**src/rtl/mips_pkg.sv**
```systemverilog
// Shared MIPS decode constants, FSM encoding and flag bit positions for the
// execute stage and its register file.
package mips_pkg;

  // Primary opcodes (instr[31:26])
  localparam logic [5:0] OP_RTYPE = 6'b000000;
  localparam logic [5:0] OP_BEQ   = 6'b000100;
  localparam logic [5:0] OP_BNE   = 6'b000101;
  localparam logic [5:0] OP_ADDI  = 6'b001000;
  localparam logic [5:0] OP_ADDIU = 6'b001001;
  localparam logic [5:0] OP_SLTI  = 6'b001010;
  localparam logic [5:0] OP_SLTIU = 6'b001011;
  localparam logic [5:0] OP_ANDI  = 6'b001100;
  localparam logic [5:0] OP_ORI   = 6'b001101;
  localparam logic [5:0] OP_XORI  = 6'b001110;
  localparam logic [5:0] OP_LW    = 6'b100011;
  localparam logic [5:0] OP_SW    = 6'b101011;

  // R-type function codes (instr[5:0])
  localparam logic [5:0] FN_SLL   = 6'b000000;
  localparam logic [5:0] FN_SRL   = 6'b000010;
  localparam logic [5:0] FN_SRA   = 6'b000011;
  localparam logic [5:0] FN_SLLV  = 6'b000100;
  localparam logic [5:0] FN_SRLV  = 6'b000110;
  localparam logic [5:0] FN_SRAV  = 6'b000111;
  localparam logic [5:0] FN_MFHI  = 6'b010000;
  localparam logic [5:0] FN_MFLO  = 6'b010010;
  localparam logic [5:0] FN_MULT  = 6'b011000;
  localparam logic [5:0] FN_MULTU = 6'b011001;
  localparam logic [5:0] FN_DIV   = 6'b011010;
  localparam logic [5:0] FN_DIVU  = 6'b011011;
  localparam logic [5:0] FN_ADD   = 6'b100000;
  localparam logic [5:0] FN_ADDU  = 6'b100001;
  localparam logic [5:0] FN_SUB   = 6'b100010;
  localparam logic [5:0] FN_SUBU  = 6'b100011;
  localparam logic [5:0] FN_AND   = 6'b100100;
  localparam logic [5:0] FN_OR    = 6'b100101;
  localparam logic [5:0] FN_XOR   = 6'b100110;
  localparam logic [5:0] FN_NOR   = 6'b100111;
  localparam logic [5:0] FN_SLT   = 6'b101010;
  localparam logic [5:0] FN_SLTU  = 6'b101011;

  // Bit positions inside the zero/overflow/negative flag vector
  localparam int ZON_Z = 2;
  localparam int ZON_O = 1;
  localparam int ZON_N = 0;

  typedef enum logic [1:0] {
    ST_IDLE = 2'd0,
    ST_READ = 2'd1,
    ST_EXEC = 2'd2,
    ST_WB   = 2'd3
  } state_t;

  // Retire behaviour class of an instruction
  typedef enum logic [2:0] {
    K_NONE   = 3'd0,  // lw/sw/unknown: retire with no architectural write
    K_ALU_RD = 3'd1,  // R-type ALU op, result to rd
    K_ALU_RT = 3'd2,  // immediate ALU op, result to rt
    K_MULDIV = 3'd3,  // HI/LO update only
    K_MFHI   = 3'd4,
    K_MFLO   = 3'd5,
    K_BEQ    = 3'd6,
    K_BNE    = 3'd7
  } kind_t;

  function automatic kind_t decode_kind(input logic [31:0] ins);
    logic [5:0] op;
    logic [5:0] fn;
    op = ins[31:26];
    fn = ins[5:0];
    decode_kind = K_NONE;
    case (op)
      OP_RTYPE: begin
        case (fn)
          FN_ADD, FN_ADDU, FN_SUB, FN_SUBU, FN_AND, FN_OR, FN_XOR, FN_NOR,
          FN_SLT, FN_SLTU, FN_SLL, FN_SLLV, FN_SRL, FN_SRLV, FN_SRA,
          FN_SRAV:                              decode_kind = K_ALU_RD;
          FN_MULT, FN_MULTU, FN_DIV, FN_DIVU:   decode_kind = K_MULDIV;
          FN_MFHI:                              decode_kind = K_MFHI;
          FN_MFLO:                              decode_kind = K_MFLO;
          default:                              decode_kind = K_NONE;
        endcase
      end
      OP_ADDI, OP_ADDIU, OP_ANDI, OP_ORI, OP_XORI, OP_SLTI,
      OP_SLTIU:                                 decode_kind = K_ALU_RT;
      OP_BEQ:                                   decode_kind = K_BEQ;
      OP_BNE:                                   decode_kind = K_BNE;
      default:                                  decode_kind = K_NONE;
    endcase
  endfunction

endpackage

```
**src/rtl/mips_regfile.sv**
```systemverilog
// 32-entry GPR file: two operand read ports, a debug read port and one
// synchronous write port. Entry 0 is never written and always reads zero.
module mips_regfile
  import mips_pkg::*;
#(
  parameter int DATA_W  = 32,
  parameter int RADDR_W = 5
) (
  input  logic               clk,
  input  logic               rst,
  input  logic [RADDR_W-1:0] rs_addr,
  input  logic [RADDR_W-1:0] rt_addr,
  output logic [DATA_W-1:0]  rs_data,
  output logic [DATA_W-1:0]  rt_data,
  input  logic [RADDR_W-1:0] dbg_addr,
  output logic [DATA_W-1:0]  dbg_data,
  input  logic               we,
  input  logic [RADDR_W-1:0] waddr,
  input  logic [DATA_W-1:0]  wdata
);

  localparam int DEPTH = 1 << RADDR_W;

  logic [DATA_W-1:0] regs [DEPTH];

  // Storage: cleared on reset, written at the clock edge; $0 is never stored.
  always_ff @(posedge clk) begin
    if (rst) begin
      for (int i = 0; i < DEPTH; i++) regs[i] <= '0;
    end else if (we && (waddr != '0)) begin
      regs[waddr] <= wdata;
    end
  end

  // Read ports: $0 forced to zero regardless of storage contents.
  always_comb begin
    rs_data  = (rs_addr  == '0) ? '0 : regs[rs_addr];
    rt_data  = (rt_addr  == '0) ? '0 : regs[rt_addr];
    dbg_data = (dbg_addr == '0) ? '0 : regs[dbg_addr];
  end

endmodule

```
**src/rtl/alu_exec_stage.sv**
```systemverilog
// Four-state execute controller in front of the combinational MIPS ALU:
// accept -> read operands -> capture ALU results -> write back / retire.
module alu_exec_stage
  import mips_pkg::*;
#(
  parameter int DATA_W  = 32,
  parameter int RADDR_W = 5
) (
  input  logic               clk,
  input  logic               rst,
  input  logic               instr_valid,
  input  logic [31:0]        instr,
  output logic               instr_ready,
  output logic [31:0]        alu_instr,
  output logic [DATA_W-1:0]  alu_gr1,
  output logic [DATA_W-1:0]  alu_gr2,
  input  logic [DATA_W-1:0]  alu_c,
  input  logic [2:0]         alu_zon,
  input  logic [DATA_W-1:0]  alu_hi,
  input  logic [DATA_W-1:0]  alu_lo,
  output logic               wb_valid,
  output logic               wb_we,
  output logic [RADDR_W-1:0] wb_addr,
  output logic [DATA_W-1:0]  wb_data,
  output logic               branch_taken,
  output logic [2:0]         zon_q,
  output logic [DATA_W-1:0]  hi_q,
  output logic [DATA_W-1:0]  lo_q,
  input  logic [RADDR_W-1:0] dbg_addr,
  output logic [DATA_W-1:0]  dbg_data
);

  state_t state_q, state_d;

  logic [31:0]        instr_q;
  logic [DATA_W-1:0]  gr1_q, gr2_q;
  logic [2:0]         zon_cap;
  logic [DATA_W-1:0]  hi_cap, lo_cap;
  logic [RADDR_W-1:0] wb_addr_q;
  logic [DATA_W-1:0]  wb_data_q;
  logic               wb_we_q, br_q;

  logic [DATA_W-1:0]  rs_data, rt_data;
  kind_t              kind;
  logic [RADDR_W-1:0] rs_f, rt_f, rd_f, dest;
  logic               dest_wr;
  logic [DATA_W-1:0]  dest_data;
  logic               br_eval;

  // Field extraction and retire decisions from the latched instruction.
  always_comb begin
    kind      = decode_kind(instr_q);
    rs_f      = instr_q[25:21];
    rt_f      = instr_q[20:16];
    rd_f      = instr_q[15:11];
    dest      = (kind == K_ALU_RT) ? rt_f : rd_f;
    dest_wr   = 1'b0;
    dest_data = alu_c;
    br_eval   = 1'b0;
    case (kind)
      K_ALU_RD, K_ALU_RT: dest_wr = 1'b1;
      K_MFHI: begin dest_wr = 1'b1; dest_data = hi_q; end
      K_MFLO: begin dest_wr = 1'b1; dest_data = lo_q; end
      K_BEQ:  br_eval = alu_zon[ZON_Z];
      K_BNE:  br_eval = ~alu_zon[ZON_Z];
      default: ;
    endcase
    // Writes aimed at $0 are dropped here so wb_we reports them as no-write.
    if (dest == '0) dest_wr = 1'b0;
  end

  // State register.
  always_ff @(posedge clk) begin
    if (rst) state_q <= ST_IDLE;
    else     state_q <= state_d;
  end

  // Next state: accept only in IDLE, then walk READ/EXEC/WB unconditionally.
  always_comb begin
    state_d = state_q;
    case (state_q)
      ST_IDLE: if (instr_valid) state_d = ST_READ;
      ST_READ: state_d = ST_EXEC;
      ST_EXEC: state_d = ST_WB;
      ST_WB:   state_d = ST_IDLE;
      default: state_d = ST_IDLE;
    endcase
  end

  // Datapath registers, each loaded in the single state that owns it.
  always_ff @(posedge clk) begin
    if (rst) begin
      instr_q   <= '0;
      gr1_q     <= '0;
      gr2_q     <= '0;
      zon_cap   <= '0;
      hi_cap    <= '0;
      lo_cap    <= '0;
      wb_addr_q <= '0;
      wb_data_q <= '0;
      wb_we_q   <= 1'b0;
      br_q      <= 1'b0;
      zon_q     <= '0;
      hi_q      <= '0;
      lo_q      <= '0;
    end else begin
      case (state_q)
        ST_IDLE: if (instr_valid) instr_q <= instr;
        ST_READ: begin
          gr1_q <= rs_data;
          gr2_q <= rt_data;
        end
        ST_EXEC: begin
          zon_cap   <= alu_zon;
          hi_cap    <= alu_hi;
          lo_cap    <= alu_lo;
          wb_addr_q <= dest;
          wb_data_q <= dest_data;
          wb_we_q   <= dest_wr;
          br_q      <= br_eval;
        end
        ST_WB: begin
          if (kind == K_MULDIV) begin
            hi_q <= hi_cap;
            lo_q <= lo_cap;
          end
          // mfhi/mflo only move data; flags keep the previous result.
          if (kind != K_MFHI && kind != K_MFLO) zon_q <= zon_cap;
        end
        default: ;
      endcase
    end
  end

  // Outputs are forced quiet while reset is held, even mid-instruction.
  always_comb begin
    instr_ready  = (state_q == ST_IDLE) && !rst;
    wb_valid     = (state_q == ST_WB) && !rst;
    wb_we        = wb_valid && wb_we_q;
    branch_taken = wb_valid && br_q;
    alu_instr    = rst ? '0 : instr_q;
    alu_gr1      = rst ? '0 : gr1_q;
    alu_gr2      = rst ? '0 : gr2_q;
    wb_addr      = rst ? '0 : wb_addr_q;
    wb_data      = rst ? '0 : wb_data_q;
  end

  mips_regfile #(
    .DATA_W  (DATA_W),
    .RADDR_W (RADDR_W)
  ) u_rf (
    .clk      (clk),
    .rst      (rst),
    .rs_addr  (rs_f),
    .rt_addr  (rt_f),
    .rs_data  (rs_data),
    .rt_data  (rt_data),
    .dbg_addr (dbg_addr),
    .dbg_data (dbg_data),
    .we       (wb_we),
    .waddr    (wb_addr_q),
    .wdata    (wb_data_q)
  );

endmodule

```
**config.mk**
```make
export PLATFORM = sky130hd
export DESIGN_NAME = alu_exec_stage
export DESIGN_NICKNAME = d
export VERILOG_FILES = /design/src/rtl/mips_pkg.sv /design/src/rtl/mips_regfile.sv /design/src/rtl/alu_exec_stage.sv
export SDC_FILE = /design/constraint.sdc
export NUM_CORES = 2
export LEC_CHECK = 0
export BUFFER_PORTS_ARGS = -buffer_cell sky130_fd_sc_hd__buf_4
export CORE_MARGIN = 2
export CORE_UTILIZATION = 41
export DETAILED_ROUTE_END_ITERATION = 7
export HOLD_SLACK_MARGIN = 0.1
export PLACE_DENSITY = 0.64
export SLEW_MARGIN = 40
export SYNTH_ARGS = -nofsm -noshare
export SYNTH_HDL_FRONTEND = slang
export SYNTH_HIERARCHICAL = 1
export SYNTH_SLANG_ARGS = --single-unit
```
**constraint.sdc**
```tcl
create_clock -name clk -period 3.6 [get_ports clk]
set_input_delay 0.72 -clock clk [delete_from_list [all_inputs] [get_ports clk]]
set_output_delay 0.72 -clock clk [all_outputs]
set_load 0.01 [all_outputs]
```
[Yosys cells after proc, flatten, opt, wreduce, memory -nomap -nowiden]
Memory sizes are Yosys's and may differ from the RTL's. A register that Yosys moved wholly into a read port is not among the register bits.
Cells that the tools add are included.
Word-level totals
  register bits: 271
  bits in latches: 0
  memory bits (writable): 1024
  memory bits (read-only): 192
  output and inout port bits: 236
  word-level logic and storage cells: 89
  memories kept: 2
Memories
  u_rf.regs: depth 32, bits a word 32, rd ports 3, clocked after memory_dff 2, write ports 32, RTL line mips_regfile.sv:24  | logic [DATA_W-1:0] regs [DEPTH];
  (name not given): depth 64, bits a word 3, rd ports 1, clocked after memory_dff 1, write ports 0, RTL line mips_pkg.sv:75  | case (fn)
Operators by class
  $add $sub $neg: 0
  $mul: 0
  div/mod/pow operators: 0
  magnitude comparators: 0
  equality and inequality tests: 22
  shift-type cells: 0
  multiplexer cells: 30
  bitwise operators: 1
  reduce and logical (&&, ||, !) cells: 20
Operators by type and width (count)
  $mux W32: 8
  $pmux W32 S2: 1
  $eq A6 B4 Y1 const B: 7
  $mux W5: 7
  $reduce_or A32 Y1: 1
  $logic_not A5 Y1: 4
  $eq A3 B3 Y1 const B: 4
  $eq A6 B3 Y1 const B: 2
  $mux W6: 2
  $pmux W3 S4: 1
  $mux W1: 8
  $pmux W2 S4: 1
  $reduce_or A7 Y1: 1
  $eq A3 B2 Y1 const B: 2
  $logic_and A1 B1 Y1: 6
  $logic_not A6 Y1: 1
  $ne A3 B3 Y1 const B: 2
  $reduce_and A2 Y1: 3
  $reduce_bool A5 Y1: 1
  $eq A2 B2 Y1 const B: 2
  $reduce_or A4 Y1: 1
  $eq A3 B1 Y1 const B: 1
  $eq A2 B1 Y1 const B: 1
  $logic_not A2 Y1: 1
  other kinds (5): 5

[Logic depth before layout (Yosys ltp)]
  depth after elaboration: 9
  gate-level depth with buffers: 11
  depth with buffers taken out: 8

[Hierarchy]
Netlist, hierarchy kept.
Modules (own cells, without submodules)
  mips_regfile: times used 1, cells an instance 4255, area an instance 62645.1 um2
  alu_exec_stage: times used 1, cells an instance 1304, area an instance 11501.0 um2

[Least setup slack after synthesis]
Ideal clock, no wire load.
  path type: input to register
  start: input port rst
  end: memory u_rf.regs[14][0], enable pin
  setup time: 0.375 ns
  arrival: 2.770 ns
  data required time: 3.225 ns
  path slack: 0.455 ns
  stages: 8
  buffers on the path: 2
  cells stage by stage: clkbuf_1 clkbuf_1 nor2b_1 and2_1 nor3b_1 nand2_1 nor2_1 or2_2
RTL lines
  start, declared: RTL line alu_exec_stage.sv:10  | input logic rst,
  end, declared: RTL line mips_regfile.sv:24

[Final worst setup path]
  start: input port dbg_addr[2]
  end: output port dbg_data[31]
Between the ends
  cells in the longest elaborated chain, start to end: 2
  elaborated cells between the ends (all ways): 3
  classes of those cells: 1 x mux; 1 x reduce/logical; 1 x memory
RTL lines
  start, declared: RTL line alu_exec_stage.sv:29  | input logic [RADDR_W-1:0] dbg_addr,
  $mem_v2 Z32 W32 or $logic_not A5 Y1 (tied branches)
  $mux W32 (*): RTL line mips_regfile.sv:39  | dbg_data = (dbg_addr == '0) ? '0 : regs[dbg_addr];
  end, declared: RTL line alu_exec_stage.sv:30  | output logic [DATA_W-1:0] dbg_data
Every way passes the cells marked *; elsewhere a longest branch is shown, timed or not.

==> results.tsv <==
stage	metric	value	unit
drt	drcViolationCount	0	
yosys	synthSimpleGateAreaFrac	14.1	%
sta	setup_slack	0.00293	ns
power	clkPwrFrac	32.8	%
yosys	synth-adder-area-share	0.0844	%
clocking	cts_tree	built	
placed_design	post_dp_cell_area	0.0822	mm^2
floorplanning	die_y	429	um
sta	drv_slew	0	
clocking	htreeDepth	4	
drt	vias	54800	
power	p_leak	31.3	nW
final_layout	final_nets	6151	
sta	skew	0.0375	ns
clocking	clock_sinks	1298	
yosys	synth-compound-area-share	5.74	%
global_routing	grt_pass1_vias	54500	
yosys	async_flop_share	0	%
yosys	synthMuxAreaShare	27.5	%
sta	relSlewSlack	36.9	%
sta	period_minus_slack	3.60	ns
yosys	synth_cell_type_count	68	
power	comb_power_share	27.4	%
placed_design	dp_hpwl	191	mm
floorplanning	rows	156	
worst_setup_path	worstPathMaxFanout	19	
floorplanning	coreArea	0.180	mm^2
global_routing	gr-total-overflow	0	
floorplanning	die_w	429	um
final_layout	area_delta_synth_final	18.4	%
final_layout	drive_above_1_share	32.0	%
drt	ant_nets	0	
min_path	hold_path.class	input pin to flop	
status	outcome	finished, final reports clean	
yosys	syn-cell-area	0.0741	mm^2
flow_run	drv_cap	0	
placed_design	post-place-ws	-0.294	ns
placed_design	port_buffers	374	
drt	viasPerCell	6.45	
clocking	insertion_delay	0.83	ns
clocking	cts_buffer_depth	3	
global_routing	grt_max_degree	141	
yosys	yosysSeqAreaShare	48.9	%
worst_setup_path	worstPathArrival	2.88	ns
yosys	synth-xor-area-share	0.0118	%
drt	drt-pass1-iter-count	6	
yosys	synth.ff_latch_count	1298	
sta	fmax	0.278	GHz
sta	setup_viol	0	
final_layout	finalInstanceArea	0.0878	mm^2
yosys	netlist_instances	5559	
sta	final-hold-violation-count	0	
power	switching_share	32.0	%
clocking	cts_made_buffers	149	
power	seq_power_share	39.8	%
worst_setup_path	startpoint_type	input pin	
yosys	synth_top_family_by_area	multiplexers	
floorplanning	die-area	0.184	mm^2
clocking	clk_pin_slew	0.06	ns
drt	drt_wl_total	288	mm
sta	fin_crit_sh	99.9	%
power	intPower	30.6	mW
sta	whs	0.148	ns
power	p_per_area	512	mW/mm^2
placed_design	gp_congestion	0.946	
yosys	synth-edff-count	1024	
clocking	cts_root_buf	clkbuf_16	
worst_setup_path	critical_path_class	input pin to output pin	
drt	first_iter_violations	8311	
global_routing	track_usage	30.5	%
floorplanning	io_pins	375	
power	ir_worst_vdd	0.000377	V
sta	worstMarginPinSlew	0.947	ns
yosys	dominantRegCellSynth	edfxtp_1	
power	p_switching	14.4	mW
global_routing	antenna_found_initial	17	
worst_setup_path	cp-end-kind	output pin	
yosys	ys_warn_count	6	
yosys	avgSynthCellArea	13.3	um^2
worst_setup_path	critPathRequiredTime	2.88	ns
floorplanning	initial_core_util	41.2	%
final_layout	layout.core_utilization	48.7	%
drt	drt-wirelength-per-cell	33.9	um
global_routing	grt_pass1_wl	401	mm
flip-flops by register name, indices dropped and copies added, names as in the netlist, named ones only:
| name | cells |
|---|---|
| state_q | 2 |
| zon_q | 3 |
| u_rf/regs | 1024 |
| gr2_q | 32 |
| hi_q | 32 |
| hi_cap | 32 |
| br_q | 1 |
| gr1_q | 32 |
| instr_q | 32 |
| wb_we_q | 1 |
| zon_cap | 3 |
| wb_data_q | 32 |
| lo_q | 32 |
| wb_addr_q | 5 |
| lo_cap | 32 |
Yosys cell counts, types with 5 or more instances:
cell type | count | share of area (%)
o21ai_0 | 18 | 0.12
a311oi_1 | 5 | 0.059
nor2_1 | 217 | 1.1
clkbuf_1 | 388 | 2.0
buf_6 | 32 | 0.49
edfxtp_1 | 1024 | 41
a22o_1 | 53 | 0.63
inv_1 | 7 | 0.035
dfxtp_1 | 274 | 7.4
nand3_1 | 8 | 0.054
nor2b_1 | 182 | 1.5
o21ai_1 | 19 | 0.13
buf_4 | 39 | 0.39
ha_1 | 5 | 0.084
a2111oi_0 | 27 | 0.32
nand2b_1 | 45 | 0.38
a32o_1 | 7 | 0.095
a211oi_1 | 60 | 0.61
nand2_1 | 219 | 1.1
o221ai_1 | 26 | 0.31
mux2_2 | 68 | 1.0
o32ai_1 | 16 | 0.19
and2_1 | 1017 | 8.6
mux4_2 | 659 | 20
mux2i_1 | 480 | 6.5
or2_2 | 34 | 0.29
a22oi_1 | 88 | 0.89
a211o_1 | 32 | 0.38
nor4_1 | 23 | 0.19
buf_1 | 32 | 0.16
buf_2 | 96 | 0.65
nor3_1 | 66 | 0.45
o22ai_1 | 93 | 0.78
a21oi_1 | 145 | 0.98
metrics by stage:
step / setup TNS (ns) / instances / power (mW)
after floorplan: 0 / 5590 / 25.0
after global placement: -2.46 / 8191 / 29.9
after detailed placement: -2.55 / 8191 / 30.1
after CTS: -0.0156 / 8482 / 44.9
after global routing: -0.0292 / 8493 / 46.1
final: 0 / 8501 / 45.0
worst paths after layout:
| path | from | to | slack, ns | cells after the start |
|---|---|---|---|---|
| hold reg to reg | hi_cap[11]$_SDFFE_PP0P_ | hi_q[11]$_SDFFE_PP0P_ | 0.45 | 2 |
| setup reg to reg | instr_q[22]$_SDFFE_PP0P_ | gr1_q[12]$_SDFFE_PP0N_ | 0.42 | 9 |
| setup / recovery | dbg_addr[2] | dbg_data[31] | 0.003 | 9 |
| hold / removal | alu_hi[8] | hi_cap[8]$_SDFFE_PP0P_ | 0.15 | 3 |
kinds of logic (layout without fill, tap and decap cells):
logic type,count (synthesis),count (layout)
adders and majority gates,5,5
xor gates and xnor gates,1,1
DFF,1298,1298
and+or+nand+nor,1841,1841
AOI/OAI and AO/OA,609,609
buffers and inverters,597,1129
muxes,1207,1207
other,1,41
layout by cell type (no fill, tap or decap), types with 23 or more instances in the layout:
cell,n
a211o_1,32
a211oi_1,53
a21oi_1,144
a22o_1,44
a22oi_1,88
and2_1,1016
buf_12,97
buf_4,737
clkbuf_1,31
clkbuf_16,154
clkinv_1,23
clkinv_2,25
conb_1,32
dfxtp_1,266
edfxtp_1,1024
mux2_2,68
mux2i_1,480
mux4_2,659
nand2_1,218
nand2b_1,45
nor2_1,183
nor2_2,30
nor2b_1,177
nor3_1,57
o221ai_1,26
o22ai_1,89
or2_2,32
timing repair:
item | CTS | global route
setup buffers | 20 | 13
resized for setup | 78 | 30
hold buffers | 2 | 0
endpoints found under the setup margin | 27 | 26
gates cloned | 3 | 0
endpoints found under the hold margin | 2 | 0
pin swaps | 8 | 6
final cells by class:
cell class	instances	area, um^2
Fill cell	15700	92300
Sequential cell	1298	36300
Multi-Input combinational cell	3695	36000
Timing Repair Buffer	854	7870
Clock buffer	193	4080
Tap cell	2370	2970
Clock inverter	73	566
Inverter	9	33.8
Antenna cell	9	22.5
power by group through the flow:
| stage | Combinational [mW] | Sequential, mW | Clock, mW |
|---|---|---|---|
| after global placement | 11.8 | 18.1 | 0 |
| final | 12.3 | 17.9 | 14.7 |
| after CTS | 12.1 | 17.8 | 14.9 |
| after floorplan | 7.28 | 17.7 | 0 |
| after global routing | 12.7 | 17.9 | 15.5 |
| after detailed placement | 12.0 | 18.2 | 0 |
worst max-delay path: stages:
cell       delay (ns)
buf_6            0.11
buf_8            0.16
bufbuf_16        0.33
and2_1           0.21
buf_12           0.15
a221oi_1         0.30
o21ai_1          0.17
a2111oi_4        0.43
buf_4            0.25
metal layers:
layer	share of wire [%]	GRT usage (%)	vias up	routed length [um]
met2	45	46.3	4274	129000
met3	12	7.92	796	36000
li1	-	-	22100	-
met4	7.1	19.0	8	20300
met1	36	38.9	27700	103000
met5	0.10	0	-	291
Note: power is estimated with default switching activity, not from simulation.
